==> src/rtl/mem_port_arbiter.sv <==
// Round-robin arbiter sharing the unified memory port between the IFU and LSU.
// Owns range/size checking, issues one-cycle enables, and returns one-cycle responses.
module mem_port_arbiter #(
  parameter int unsigned MEM_LATENCY = 1,
  parameter logic [63:0] BASE_ADDR   = 64'h8000_0000,
  parameter int unsigned DEPTH       = 4096
) (
  input  logic        iClock,
  input  logic        iReset,
  input  logic        bIFU_iReq,
  input  logic [63:0] bIFU_iAddr,
  output logic        bIFU_oValid,
  output logic [63:0] bIFU_oRdData,
  output logic        bIFU_oErr,
  input  logic        bLSU_iRdEn,
  input  logic        bLSU_iWrEn,
  input  logic [63:0] bLSU_iAddr,
  input  logic [63:0] bLSU_iWrData,
  input  logic [9:0]  bLSU_iWrByt,
  output logic        bLSU_oValid,
  output logic [63:0] bLSU_oRdData,
  output logic        bLSU_oErr,
  output logic        bMEM_oRdEn,
  output logic        bMEM_oWrEn,
  output logic [63:0] bMEM_oAddr,
  output logic [63:0] bMEM_oWrData,
  output logic [9:0]  bMEM_oWrByt,
  input  logic [63:0] bMEM_iRdData,
  output logic        oBusy,
  output logic [1:0]  oGrant
);

  localparam int unsigned ADDR_W = 64;
  localparam int unsigned DATA_W = 64;
  localparam int unsigned BYT_W  = 10;
  localparam int unsigned CNT_W  = (MEM_LATENCY > 1) ? $clog2(MEM_LATENCY) : 1;
  localparam logic [CNT_W-1:0] CNT_LOAD = CNT_W'(MEM_LATENCY - 1);
  localparam logic OWN_IFU = 1'b0;
  localparam logic OWN_LSU = 1'b1;

  typedef enum logic [1:0] {IDLE, ISSUE, WAIT, RESP} state_t;

  state_t              state_q, state_d;
  logic                last_q, last_d;
  logic                owner_q, owner_d;
  logic [ADDR_W-1:0]   addr_q, addr_d;
  logic [DATA_W-1:0]   wr_data_q, wr_data_d;
  logic [BYT_W-1:0]    wr_byt_q, wr_byt_d;
  logic                is_wr_q, is_wr_d;
  logic                err_q, err_d;
  logic [CNT_W-1:0]    cnt_q, cnt_d;
  logic                rd_en_q, rd_en_d;
  logic                wr_en_q, wr_en_d;
  logic                ifu_valid_q, ifu_valid_d;
  logic                ifu_err_q, ifu_err_d;
  logic [DATA_W-1:0]   ifu_rd_data_q, ifu_rd_data_d;
  logic                lsu_valid_q, lsu_valid_d;
  logic                lsu_err_q, lsu_err_d;
  logic [DATA_W-1:0]   lsu_rd_data_q, lsu_rd_data_d;
  logic [1:0]          grant_q, grant_d;
  logic                busy_q;

  logic                cand_ifu, cand_lsu, win;
  logic [ADDR_W-1:0]   sel_addr;
  logic                sel_wr, sel_err, byt_bad, out_of_range;

  // Candidate requests; the requester just served is masked during RESP.
  always_comb begin
    cand_ifu     = bIFU_iReq & ~((state_q == RESP) && (owner_q == OWN_IFU));
    cand_lsu     = (bLSU_iRdEn | bLSU_iWrEn) & ~((state_q == RESP) && (owner_q == OWN_LSU));
    win          = (cand_ifu && cand_lsu) ? ~last_q : cand_lsu;
    sel_addr     = (win == OWN_LSU) ? bLSU_iAddr : bIFU_iAddr;
    sel_wr       = (win == OWN_LSU) && bLSU_iWrEn;
    byt_bad      = (bLSU_iWrByt < BYT_W'(1)) || (bLSU_iWrByt > BYT_W'(4));
    out_of_range = (sel_addr - BASE_ADDR) >= ADDR_W'(DEPTH);
    sel_err      = out_of_range || (sel_wr && byt_bad);
  end

  // Next-state and registered-output logic.
  always_comb begin
    state_d       = state_q;
    last_d        = last_q;
    owner_d       = owner_q;
    addr_d        = addr_q;
    wr_data_d     = wr_data_q;
    wr_byt_d      = wr_byt_q;
    is_wr_d       = is_wr_q;
    err_d         = err_q;
    cnt_d         = cnt_q;
    grant_d       = grant_q;
    rd_en_d       = 1'b0;
    wr_en_d       = 1'b0;
    ifu_valid_d   = 1'b0;
    ifu_err_d     = 1'b0;
    ifu_rd_data_d = '0;
    lsu_valid_d   = 1'b0;
    lsu_err_d     = 1'b0;
    lsu_rd_data_d = '0;

    case (state_q)
      IDLE: ;
      ISSUE: begin
        state_d = WAIT;
        cnt_d   = CNT_LOAD;
      end
      WAIT: begin
        if (cnt_q == '0) begin
          state_d = RESP;
          if (owner_q == OWN_IFU) begin
            ifu_valid_d   = 1'b1;
            ifu_err_d     = err_q;
            ifu_rd_data_d = (is_wr_q || err_q) ? '0 : bMEM_iRdData;
          end else begin
            lsu_valid_d   = 1'b1;
            lsu_err_d     = err_q;
            lsu_rd_data_d = (is_wr_q || err_q) ? '0 : bMEM_iRdData;
          end
        end else begin
          cnt_d = cnt_q - CNT_W'(1);
        end
      end
      RESP: begin
        state_d = IDLE;
        grant_d = 2'b00;
      end
      default: state_d = IDLE;
    endcase

    // Grant: latch the winning request so later input changes cannot disturb it.
    if (((state_q == IDLE) || (state_q == RESP)) && (cand_ifu || cand_lsu)) begin
      state_d   = ISSUE;
      owner_d   = win;
      last_d    = win;
      addr_d    = sel_addr;
      is_wr_d   = sel_wr;
      err_d     = sel_err;
      wr_data_d = sel_wr ? bLSU_iWrData : '0;
      wr_byt_d  = sel_wr ? bLSU_iWrByt : '0;
      rd_en_d   = ~sel_err & ~sel_wr;
      wr_en_d   = ~sel_err & sel_wr;
      grant_d   = (win == OWN_LSU) ? 2'b10 : 2'b01;
    end
  end

  always_ff @(posedge iClock) begin
    if (iReset) begin
      state_q       <= IDLE;
      last_q        <= OWN_LSU;
      owner_q       <= OWN_IFU;
      addr_q        <= '0;
      wr_data_q     <= '0;
      wr_byt_q      <= '0;
      is_wr_q       <= 1'b0;
      err_q         <= 1'b0;
      cnt_q         <= '0;
      grant_q       <= 2'b00;
      rd_en_q       <= 1'b0;
      wr_en_q       <= 1'b0;
      ifu_valid_q   <= 1'b0;
      ifu_err_q     <= 1'b0;
      ifu_rd_data_q <= '0;
      lsu_valid_q   <= 1'b0;
      lsu_err_q     <= 1'b0;
      lsu_rd_data_q <= '0;
      busy_q        <= 1'b0;
    end else begin
      state_q       <= state_d;
      last_q        <= last_d;
      owner_q       <= owner_d;
      addr_q        <= addr_d;
      wr_data_q     <= wr_data_d;
      wr_byt_q      <= wr_byt_d;
      is_wr_q       <= is_wr_d;
      err_q         <= err_d;
      cnt_q         <= cnt_d;
      grant_q       <= grant_d;
      rd_en_q       <= rd_en_d;
      wr_en_q       <= wr_en_d;
      ifu_valid_q   <= ifu_valid_d;
      ifu_err_q     <= ifu_err_d;
      ifu_rd_data_q <= ifu_rd_data_d;
      lsu_valid_q   <= lsu_valid_d;
      lsu_err_q     <= lsu_err_d;
      lsu_rd_data_q <= lsu_rd_data_d;
      busy_q        <= (state_d != IDLE);
    end
  end

  assign bIFU_oValid  = ifu_valid_q;
  assign bIFU_oRdData = ifu_rd_data_q;
  assign bIFU_oErr    = ifu_err_q;
  assign bLSU_oValid  = lsu_valid_q;
  assign bLSU_oRdData = lsu_rd_data_q;
  assign bLSU_oErr    = lsu_err_q;
  assign bMEM_oRdEn   = rd_en_q;
  assign bMEM_oWrEn   = wr_en_q;
  assign bMEM_oAddr   = addr_q;
  assign bMEM_oWrData = wr_data_q;
  assign bMEM_oWrByt  = wr_byt_q;
  assign oBusy        = busy_q;
  assign oGrant       = grant_q;

endmodule

==> config.mk <==
export PLATFORM = sky130hd
export DESIGN_NAME = mem_port_arbiter
export DESIGN_NICKNAME = d
export VERILOG_FILES = /design/src/rtl/mem_port_arbiter.sv
export SDC_FILE = /design/constraint.sdc
export NUM_CORES = 1
export LEC_CHECK = 0
export ABC_AREA = 1
export CAP_MARGIN = 20
export CORE_AREA = 4 4 209 211
export CTS_CLUSTER_DIAMETER = 50
export DETAILED_ROUTE_END_ITERATION = 8
export DIE_AREA = 0 0 213 215
export HOLD_SLACK_MARGIN = 0.1
export PLACE_DENSITY_LB_ADDON = 0.15
export SYNTH_ARGS = -nofsm -noshare
export SYNTH_HDL_FRONTEND = slang
export SYNTH_SLANG_ARGS = --single-unit
==> constraint.sdc <==
create_clock -name iClock -period 3.1 [get_ports iClock]
set_input_delay 0.62 -clock iClock [delete_from_list [all_inputs] [get_ports iClock]]
set_output_delay 0.62 -clock iClock [all_outputs]
set_load 0.01 [all_outputs]
; Yosys cells after proc, flatten, opt, wreduce, memory -nomap -nowiden
; Index checks and enable logic that the tools add are counted.
[classes]
n_bitwise = 13
n_eq_ne = 3
mux = 15
n_reduce_logical = 19
add_sub_neg = 2
magnitude_cmp = 3
[ops]
columns = op, count
row1 = 2-to-1 mux 64 bit, 3
row2 = "greater-or-equal comparator 64 x 13 -> 1 bit, second input constant", 1
row3 = "subtractor 64 x 32 -> 64 bit, second input constant", 1
row4 = "greater-than comparator 10 x 3 -> 1 bit, second input constant", 1
row5 = "less-than comparator 10 x 1 -> 1 bit, second input constant", 1
row6 = 2-to-1 mux 10 bit, 1
row7 = 2-to-1 mux 2 bit, 5
row8 = inverter 1 bit, 8
row9 = OR reduction 4 bit, 2
row10 = logical AND 1 bit, 6
row11 = case mux 2 bit (3 select lines), 1
row12 = nonzero test 2 bit, 3
row13 = logical OR 1 bit, 5
row14 = bitwise AND 1 bit, 4
row15 = "== test 2 bit, second input constant", 2
row16 = 2-to-1 mux 1 bit, 4
row17 = OR reduction 3 bit, 1
row18 = "== test 2 x 1 -> 1 bit, second input constant", 1
row19 = logical NOT 2 bit, 1
row20 = case mux 1 bit (2 select lines), 1
row21 = OR reduction 2 bit, 1
row22 = OR 1 bit, 1
row23 = "subtractor 1 bit, second input constant", 1
[totals]
input_bits = 271
ff_bits = 282
output_inout_bits = 275
wordCells = 74

; Longest topological paths before layout
; Gate-level depths: netlist of run 1.
[logic_depth]
ltp_word = 12
depth_mapped = 23
ltp_nobuf = 22

; Worst setup path after synthesis of run 1
; No wires, ideal clock.
[synth_path]
kind = input to register
from = input bLSU_iWrEn
to = register err_q
setup_slack_ps = 589
cell_stages = 19
t_arrival_ps = 2402
n_path_buf = 1
setup_ps = 109
cell_sequence = nor2_1 -> nor2_4 -> nand2_4 -> buf_6 -> nand2_1 -> nand2_1 -> ha_1 -> nand2_1 -> nor2_2 -> nand2_2 -> nor2_2 -> xor2_1 -> nand2_1 -> nor2_1 -> nand2_1 -> nor2_1 -> nand3_1 -> nand2_1 -> inv_1
[synth_between]
elab_chain_cells = 8
[synth_rtl]
columns = element, line
row1 = "start, declared", 16  ; input logic bLSU_iWrEn,
row2 = OR 1 bit, 70  ; cand_lsu = (bLSU_iRdEn | bLSU_iWrEn) & ~((state_q == RESP) && (owner_q == OWN_LSU));
row3 = bitwise AND 1 bit, 70
row4 = logical AND 1 bit, 71  ; win = (cand_ifu && cand_lsu) ? ~last_q : cand_lsu;
row5 = 2-to-1 mux 1 bit, 71
row6 = 2-to-1 mux 64 bit, 72  ; sel_addr = (win == OWN_LSU) ? bLSU_iAddr : bIFU_iAddr;
row7 = subtractor 64 x 32 -> 64 bit, 75  ; out_of_range = (sel_addr - BASE_ADDR) >= ADDR_W'(DEPTH);
row8 = greater-or-equal comparator 64 x 13 -> 1 bit, 75
row9 = logical OR 1 bit, 76  ; sel_err = out_of_range || (sel_wr && byt_bad);
row10 = "end signal, assigned", 174  ; err_q <= err_d;
row11 = "end, declared", 50  ; logic err_q, err_d;
; Parallel ways exist; a longest one is shown, timed or not.
; A chain may end at the register's enable or synchronous reset.

; Final worst setup path of run 1
[layout_path]
from = register state_q[1]
to = register err_q
[layout_between]
elab_chain_cells = 10
[layout_rtl]
columns = element, line
row1 = "start, declared", 43  ; state_t state_q, state_d;
row2 = "start signal, assigned", 167  ; state_q <= state_d;
row3 = == test 2 bit, "69, 70, 130"
row4 = "logical AND 1 bit, on equally long branches", "69, 70"
row5 = "inverter 1 bit, on equally long branches", "69, 70"
row6 = "bitwise AND 1 bit, on equally long branches", "69, 70"
row7 = logical AND 1 bit, 71
row8 = 2-to-1 mux 1 bit, 71
row9 = 2-to-1 mux 64 bit, 72
row10 = subtractor 64 x 32 -> 64 bit, 75
row11 = greater-or-equal comparator 64 x 13 -> 1 bit, 75
row12 = logical OR 1 bit, 76
; Parallel ways exist; a longest one is shown, timed or not.

==> summary.md, run 1 <==
| Metric | Value |
|---|---|
| Critical path cell sequence | `ha_2 > nand2_1 > inv_1 > nor2_4 > nand2_4 > buf_12 > nand2_1 > nand2_1 > nand2_1 > nor2_1 > nand2_1 > nor2_4 > nand2_1 > xor2_1 > nand3_1 > nor2_2 > nand3_1 > nand2_1 > inv_1` |
| Most frequently used flop master after synthesis | `dfxtp_1` |
| Combinational share of power | `roughly two fifths` |
| Post-Synthesis Cell Area | `11,000 µm²` |
| Detailed route wirelength on metal3 | `3930 µm` |
| Iteration-0 DRC Markers | `just over 700` |
| Critical path class | `reg -> reg` |
| Horizontal die dimension | `213 µm` |
| Maximum ir drop on the vdd rail | `0.000557 V` |
| Number of rows in the core area | `75` |
| Share of the synthesized area in the top cell type | `51.3%` |
| First-pass DRT Iterations | `5` |
| # clock sinks | `roughly 280` |
| I/O pin count | `approximately 550` |
| Post-route DRC violation count | `0` |
| Share of layout cells above drive strength 1 | `11.1%` |
| FMAX | `352 MHz` |
| Longest Clk Path Bufs | `3` |
| Count of buffers from port buffering | `around 550` |
| Period utilization | `about nine tenths` |
| Deepest level of the CTS H-tree | `2` |
| Fraction of registers with async set or reset after synthesis | `0%` |
| Met2 wire length | `between 20,000 and 25,000 µm` |
| Final worst slack | `roughly 0.26 ns` |
| Final max-slew violation count | `0` |
| Overall via count from detail_route | `11,814` |
| Part of the power in the clock network | `between 20% and 30%` |
| Mean number of vias per cell | `between 4 and 5` |
| Residual overflow from global routing | `0` |
| CTS Root Buffer Type | `clkbuf_16` |
| Hold WC Path Type | `in -> reg` |
| Arr. time, crit path | `about 3.3 ns` |
| Critical path data required time | `approximately 3.5 ns` |
| Met1 routed wirelength after detailed routing | `17,900 µm` |
| Type of element launching the critical path | `flop` |
| Total clock buffers created by CTS | `37` |
| Peak per-stage delay on the critical path | `0.36 ns` |
| Clock slew seen by the registers of the worst setup and hold paths | `roughly 0.050 ns` |
| Clock period minus worst slack | `~2.8 ns` |
| Post-Syn Area per Cell | `roughly 7.4 µm²` |
| Crit path max-delay cell type | `dfxtp_1` |
| Max Clock Skew | `between 0.015 and 0.02 ns` |
| Most common cell after layout, fill and taps aside | `clkdlybuf4s50_1` |
| Headroom to the max-slew limit | `37.8%` |
| Leakage | `between 7 and 8 nW` |
| Final Total Pwr | `around 0.014 W` |
| Count of distinct cell types in the synthesized netlist | `32` |
| Outcome | `finished, final reports clean` |
| Die height | `~220 µm` |
| Total of warnings raised by yosys | `0` |
| Floorplan Core Area | `41,800 µm²` |
| All-layer global routing usage | `between 10% and 20%` |
| Initial core utilization | `between 20% and 30%` |
| Net switching fraction of the power | `a little over a third` |
| Insertion delay of the later-clocked pin in the worst-skew pair | `between 0.5 and 0.6 ns` |
| Fin util | `between 40% and 50%` |
| Sequential element share of the synthesized area | `51.3%` |
| Switching power summed over all nets | `between 0.005 and 0.006 W` |
| Most used cell along the critical path | `nand2_1` |
| Cells after synthesis | `1,478` |
| First-pass GRT wire length | `slightly below 70,000 µm` |
| Placement-stage worst setup slack | `-0.297 ns` |
| Aggregate negative setup slack | `0 ns` |
| Initial antenna violation count | `3` |
| Cell-internal power | `between 0.009 and 0.01 W` |
| Detail-routed net length per standard cell | `between 15 and 20 µm` |
| DP Wirelength | `about 35,000 µm` |
| GP Congestion | `~0.88` |
| Register bit count reported by yosys | `about 280` |
| Hold violation count in the final report | `0` |
| Wirelength, routed | `approximately 46,000 µm` |
| DIE AREA | `between 40,000 and 50,000 µm²` |
| Max-cap viol count | `0` |
| TritonCTS clock tree | `done` |
| Largest cells by area after synthesis | `dfxtp_1 51%, nand2_1 13%, a21oi_1 7.0%, nor3_1 6.1%, inv_1 5.0%` |
| Highest-count cells in the layout ignoring fill and taps | `544 x clkdlybuf4s50_1, 384 x nand2_1, 281 x dfxtp_1, 153 x a21oi_1, 143 x inv_1` |
| Setup violation total in the final timing report | `0` |
| Number of global-route vias before repair | `11,806` |
| Post-detailed-route count of antenna-violating nets | `0` |
| Syn Nets | `between 1,500 and 2,000` |
| Maximum fanout encountered on the critical timing path | `33` |
| Area leader, netlist | `dfxtp_1` |
| Number of nets in the finished design | `2,375` |
| Highest metal layer used by the detailed router | `met5` |
| Kind of end point of the critical path | `flop` |
| Sequential share of power | `between 30% and 40%` |
| Count of flip-flops with a built-in enable after synthesis | `0` |
| Transition time at the pin with the least slew margin | `0.933 ns` |
| Area added between synthesis and finish | `73.5%` |
| Pin count of the biggest net entering global routing | `between 100 and 150` |
| Total power density per cell area | `around 760 nW/µm²` |
metrics by stage:
step / cells / hold WS [ns] / area (µm²)
3_3_place_gp: 2599 / 0.451 / 17800
5_1_grt: 2668 / 0.483 / 19000
2_1_floorplan: 1478 / 0.440 / 11000
6_report: 2668 / 0.460 / 19000
3_5_place_dp: 2599 / 0.454 / 17800
4_1_cts: 2665 / 0.439 / 19000
synth_stat cells (5+ instances only):
master and n:
a21oi_1 153, a31oi_1 5, buf_1 10, buf_2 12
buf_4 5, buf_6 5, clkbuf_1 61, dfxtp_1 281
inv_1 146, nand2_1 386, nand2_2 6, nand3_1 37
nand3b_1 21, nor2_1 90, nor2_2 6, nor3_1 133
o21ai_0 83, o21ai_1 7, xor2_1 6
cells by family after synthesis:
logic type | synth area share, %
compound gates | 11.6
xor+xnor | 0.719
fa+ha+maj | 0.456
buf+inv | 8.96
flops | 51.3
simple gates | 27.0
worst paths after layout:
check | from | to | slack (ns) | cells past startpoint
setup reg to reg | state_q[1]$_SDFF_PP0_ | err_q$_SDFFE_PP0P_ | 0.26 | 19
hold / removal | iReset | state_q[1]$_SDFF_PP0_ | 0.46 | 2
hold reg to reg | bMEM_oWrByt[8]$_SDFFE_PP0P_ | bMEM_oWrByt[8]$_SDFFE_PP0P_ | 0.46 | 2
setup / recovery | state_q[1]$_SDFF_PP0_ | err_q$_SDFFE_PP0P_ | 0.26 | 19
worst max-delay path, delay by kind of cell, from the launching register on:
| family | cells | cell delay (ns) |
|---|---|---|
| DFF | 1 | 0.36 |
| adders and majority gates | 1 | 0.22 |
| buffers and inverters | 3 | 0.37 |
| and+or+nand+nor | 14 | 1.59 |
| xor gates and xnor gates | 1 | 0.21 |
area by class of cell:
cell class	count	area [µm²]
antenna	2	5.00
clock buffer	51	1050
clock inverter	15	171
fill	4181	22700
inverter	150	563
multi-input combinational	954	4430
sequential	281	5630
tap	539	674
timing repair buffer	676	6520
layer usage:
layer / track usage [%] / vias up
li1: - / 5977
met1: 21.0 / 5330
met2: 33.4 / 414
met3: 6.39 / 91
met4: 7.69 / 2
met5: 0 / -
power groups by stage:
stage / combinational (W) / clock, W / sequential [W]
2_1_floorplan: 0.00233 / 0 / 0.00491
3_3_place_gp: 0.00566 / 0 / 0.00464
3_5_place_dp: 0.00566 / 0 / 0.00465
4_1_cts: 0.00568 / 0.00436 / 0.00459
5_1_grt: 0.00617 / 0.00451 / 0.00466
6_report: 0.00561 / 0.00423 / 0.00459
registers in the layout, summed over array words and instances, names as in the netlist, 2 cells and up:
register	flops
bLSU_oRdData	64
state_q	2
bMEM_oWrByt	10
bMEM_oWrData	64
bMEM_oAddr	64
bIFU_oRdData	64
oGrant	2
repair_timing:
item / CTS / global route
buffers inserted: 0 / 1
setup endpoints to repair: 0 / 3
gates resized for setup: 0 / 18
hold buffers: 0 / 0
(Power assumes the default switching activity.)
==> run 2: changes to the inputs <==
- SKIP_CTS_REPAIR_TIMING: not set -> 1
==> results of run 2 <==
The final DEF is identical to that of run 1; final timing and power are the same.
==> run 3: changes to the inputs <==
- PLACE_DENSITY: not set -> 0.61
- PLACE_DENSITY_LB_ADDON: 0.15 -> not set
==> summary.md, run 3 (synthesis gave the netlist of run 1 again) <==
| Metric | Value |
|---|---|
| Outcome | `finished, final reports clean (unchanged)` |
| DIE AREA | `45,800 µm² (unchanged)` |
| Critical path cell sequence | `clkdlybuf4s50_1 > nor2_2 > buf_4 > nor2_4 > buf_12 > buf_2 > nand3b_1 > nand2_2 > nand2_1 > nor2_4 > nand2_4 > nand2_1 > nand2_1 > inv_1 > nand2_1 > nor2_2 > nand2_1 > nor2_2 > nand2_1 > nor2_2 > nand3_1 > nand2_1 > inv_1 (was ha_2 > nand2_1 > inv_1 > nor2_4 > nand2_4 > buf_12 > nand2_1 > nand2_1 > nand2_1 > nor2_1 > nand2_1 > nor2_4 > nand2_1 > xor2_1 > nand3_1 > nor2_2 > nand3_1 > nand2_1 > inv_1)` |
| First-pass DRT Iterations | `5 (unchanged)` |
| Period utilization | `94.3% (was 91.8%)` |
| Critical path class | `in -> reg (was reg -> reg)` |
| Arr. time, crit path | `3.36 ns (was 3.28 ns)` |
| # clock sinks | `281 (unchanged)` |
| Total clock buffers created by CTS | `38 (was 37)` |
| I/O pin count | `546 (unchanged)` |
| DP Wirelength | `33,200 µm (was 35,300 µm)` |
| Total power density per cell area | `758 nW/µm² (about the same)` |
| Max Clock Skew | `0.0158 ns (was 0.0192 ns)` |
| Critical path data required time | `3.53 ns (about the same)` |
| Final Total Pwr | `0.0148 W (was 0.0144 W)` |
| Number of rows in the core area | `75 (unchanged)` |
| Pin count of the biggest net entering global routing | `118 (unchanged)` |
| Detail-routed net length per standard cell | `16.7 µm (was 17.2 µm)` |
| Horizontal die dimension | `213 µm (unchanged)` |
| Post-detailed-route count of antenna-violating nets | `0 (unchanged)` |
| Clock period minus worst slack | `2.92 ns (was 2.84 ns)` |
| Family with the most delay on the worst path | `simple AND/OR/NAND/NOR gates (unchanged)` |
| Iteration-0 DRC Markers | `731 (was 716)` |
| Leakage | `7.96 nW (was 7.77 nW)` |
| Post-route DRC violation count | `0 (unchanged)` |
| Die height | `215 µm (unchanged)` |
| Final max-slew violation count | `0 (unchanged)` |
| Placed cells | `2,594 (was 2,599)` |
| TritonCTS clock tree | `done (unchanged)` |
| Number of global-route vias before repair | `11,444 (was 11,806)` |
| Maximum fanout encountered on the critical timing path | `6 (was 33)` |
| Clock slew seen by the registers of the worst setup and hold paths | `0.05 ns (about the same)` |
| Most used cell along the critical path | `nand2_1 (unchanged)` |
| Insertion delay of the later-clocked pin in the worst-skew pair | `0.55 ns (about the same)` |
| Max-cap viol count | `0 (unchanged)` |
| Initial antenna violation count | `1 (was 3)` |
| Crit path max-delay cell type | `clkdlybuf4s50_1 (was dfxtp_1)` |
| # diodes | `0 (was 2)` |
| Summed area of non-filler cells in the final layout | `19,500 µm² (was 19,000 µm²)` |
| GP Congestion | `0.863 (was 0.879)` |
| Hold violation count in the final report | `0 (unchanged)` |
| Deepest level of the CTS H-tree | `2 (unchanged)` |
| Area added between synthesis and finish | `78.0% (was 73.5%)` |
| Longest Clk Path Bufs | `3 (unchanged)` |
| Peak per-stage delay on the critical path | `0.48 ns (was 0.36 ns)` |
| FMAX | `342 MHz (was 352 MHz)` |
| Wirelength, routed | `45,000 µm (was 45,900 µm)` |
| Maximum ir drop on the vdd rail | `0.000468 V (was 0.000557 V)` |
| Filler cell count in the final layout | `4,090 (was 4,181)` |
| Share of layout cells above drive strength 1 | `14.0% (was 11.1%)` |
| Floorplan Core Area | `41,800 µm² (unchanged)` |
| Critical path buffer and inverter count | `6 (was 3)` |
| Transition time at the pin with the least slew margin | `0.906 ns (was 0.933 ns)` |
| Count of buffers from port buffering | `545 (unchanged)` |
| Headroom to the max-slew limit | `39.6% (was 37.8%)` |
| Overall via count from detail_route | `12,000 (was 11,814)` |
| Initial core utilization | `26.3% (unchanged)` |
| Residual overflow from global routing | `0 (unchanged)` |
| Highest-count cells in the layout ignoring fill and taps | `543 x clkdlybuf4s50_1, 365 x nand2_1, 281 x dfxtp_1, 153 x a21oi_1, 142 x inv_1 (was 544 x clkdlybuf4s50_1, 384 x nand2_1, 281 x dfxtp_1, 153 x a21oi_1, 143 x inv_1)` |
| CTS Root Buffer Type | `clkbuf_16 (unchanged)` |
| Most common cell after layout, fill and taps aside | `clkdlybuf4s50_1 (unchanged)` |
| Aggregate negative setup slack | `0 ns (unchanged)` |
| Fin util | `46.8% (was 45.6%)` |
| Non-filler cells, final | `2,686 (was 2,668)` |
| Number of nets in the finished design | `2,394 (was 2,375)` |
| Hold WC Path Type | `in -> reg (unchanged)` |
| Mean number of vias per cell | `4.47 (was 4.43)` |
| First-pass GRT wire length | `65,300 µm (was 68,600 µm)` |
| Cell area reported after detailed placement | `17,800 µm² (about the same)` |
| Kind of end point of the critical path | `flop (unchanged)` |
| All-layer global routing usage | `17.9% (was 19.0%)` |
| Type of element launching the critical path | `input port (was flop)` |
| Setup violation total in the final timing report | `0 (unchanged)` |
run 3: area by class of cell:
cell class | instances | area (µm²) | area share [%]
clock buffers | 47 | 1000 | 5.15
clock inverters | 21 | 209 | 1.07
inverters | 150 | 563 | 2.88
multi-input cells | 954 | 4630 | 23.7
flip-flops and latches | 281 | 5630 | 28.8
well taps | 539 | 674 | 3.45
repair buffers | 694 | 6820 | 34.9
run 3: per-layer routing:
metal / vias to the layer above / routed length [µm] / track usage, %
met5: - / 7 / 0
met4: 2 / 1160 / 5.82
met3: 72 / 3690 / 4.99
met2: 443 / 21800 / 31.6
met1: 5469 / 18300 / 20.8
li1: 6014 / - / -
run 3: stage by stage:
step                hold WS (ns)  setup WS (ns)
finish                     0.368          0.176
global route               0.358        -0.0208
CTS                        0.338          0.144
detailed placement         0.456         -0.435
global placement           0.451         -0.415
floorplan                  0.440          0.589
run 3: worst register-to-register path, cell delays in order (launching register included):
cell and delay (ns):
dfxtp_1 0.32, ha_2 0.19, nand2_1 0.06, inv_1 0.06
nor2_4 0.22, buf_12 0.16, buf_2 0.17, nand3b_1 0.11
nand2_2 0.14, nand2_1 0.15, nor2_4 0.14, nand2_4 0.09
nand2_1 0.08, nand2_1 0.05, inv_1 0.04, nand2_1 0.05
nor2_2 0.15, nand2_1 0.09, nor2_2 0.12, nand2_1 0.07
nor2_2 0.12, nand3_1 0.07, nand2_1 0.06, inv_1 0.04
run 3: worst paths after layout:
check / to / from / cells after the start / slack (ns)
max: err_q$_SDFFE_PP0P_ / bLSU_iRdEn / 23 / 0.18
min: state_q[1]$_SDFF_PP0_ / iReset / 2 / 0.37
max reg2reg: err_q$_SDFFE_PP0P_ / state_q[1]$_SDFF_PP0_ / 23 / 0.26
min reg2reg: bMEM_oWrData[34]$_SDFFE_PP0P_ / bMEM_oWrData[34]$_SDFFE_PP0P_ / 2 / 0.46
run 3: where the power goes:
group	switching, W	total [W]	internal (W)	leakage [nW]
Clock	0.00172	0.00423	0.00251	0.593
Sequential	0.000320	0.00459	0.00427	2.29
Combinational	0.00322	0.00598	0.00276	5.08
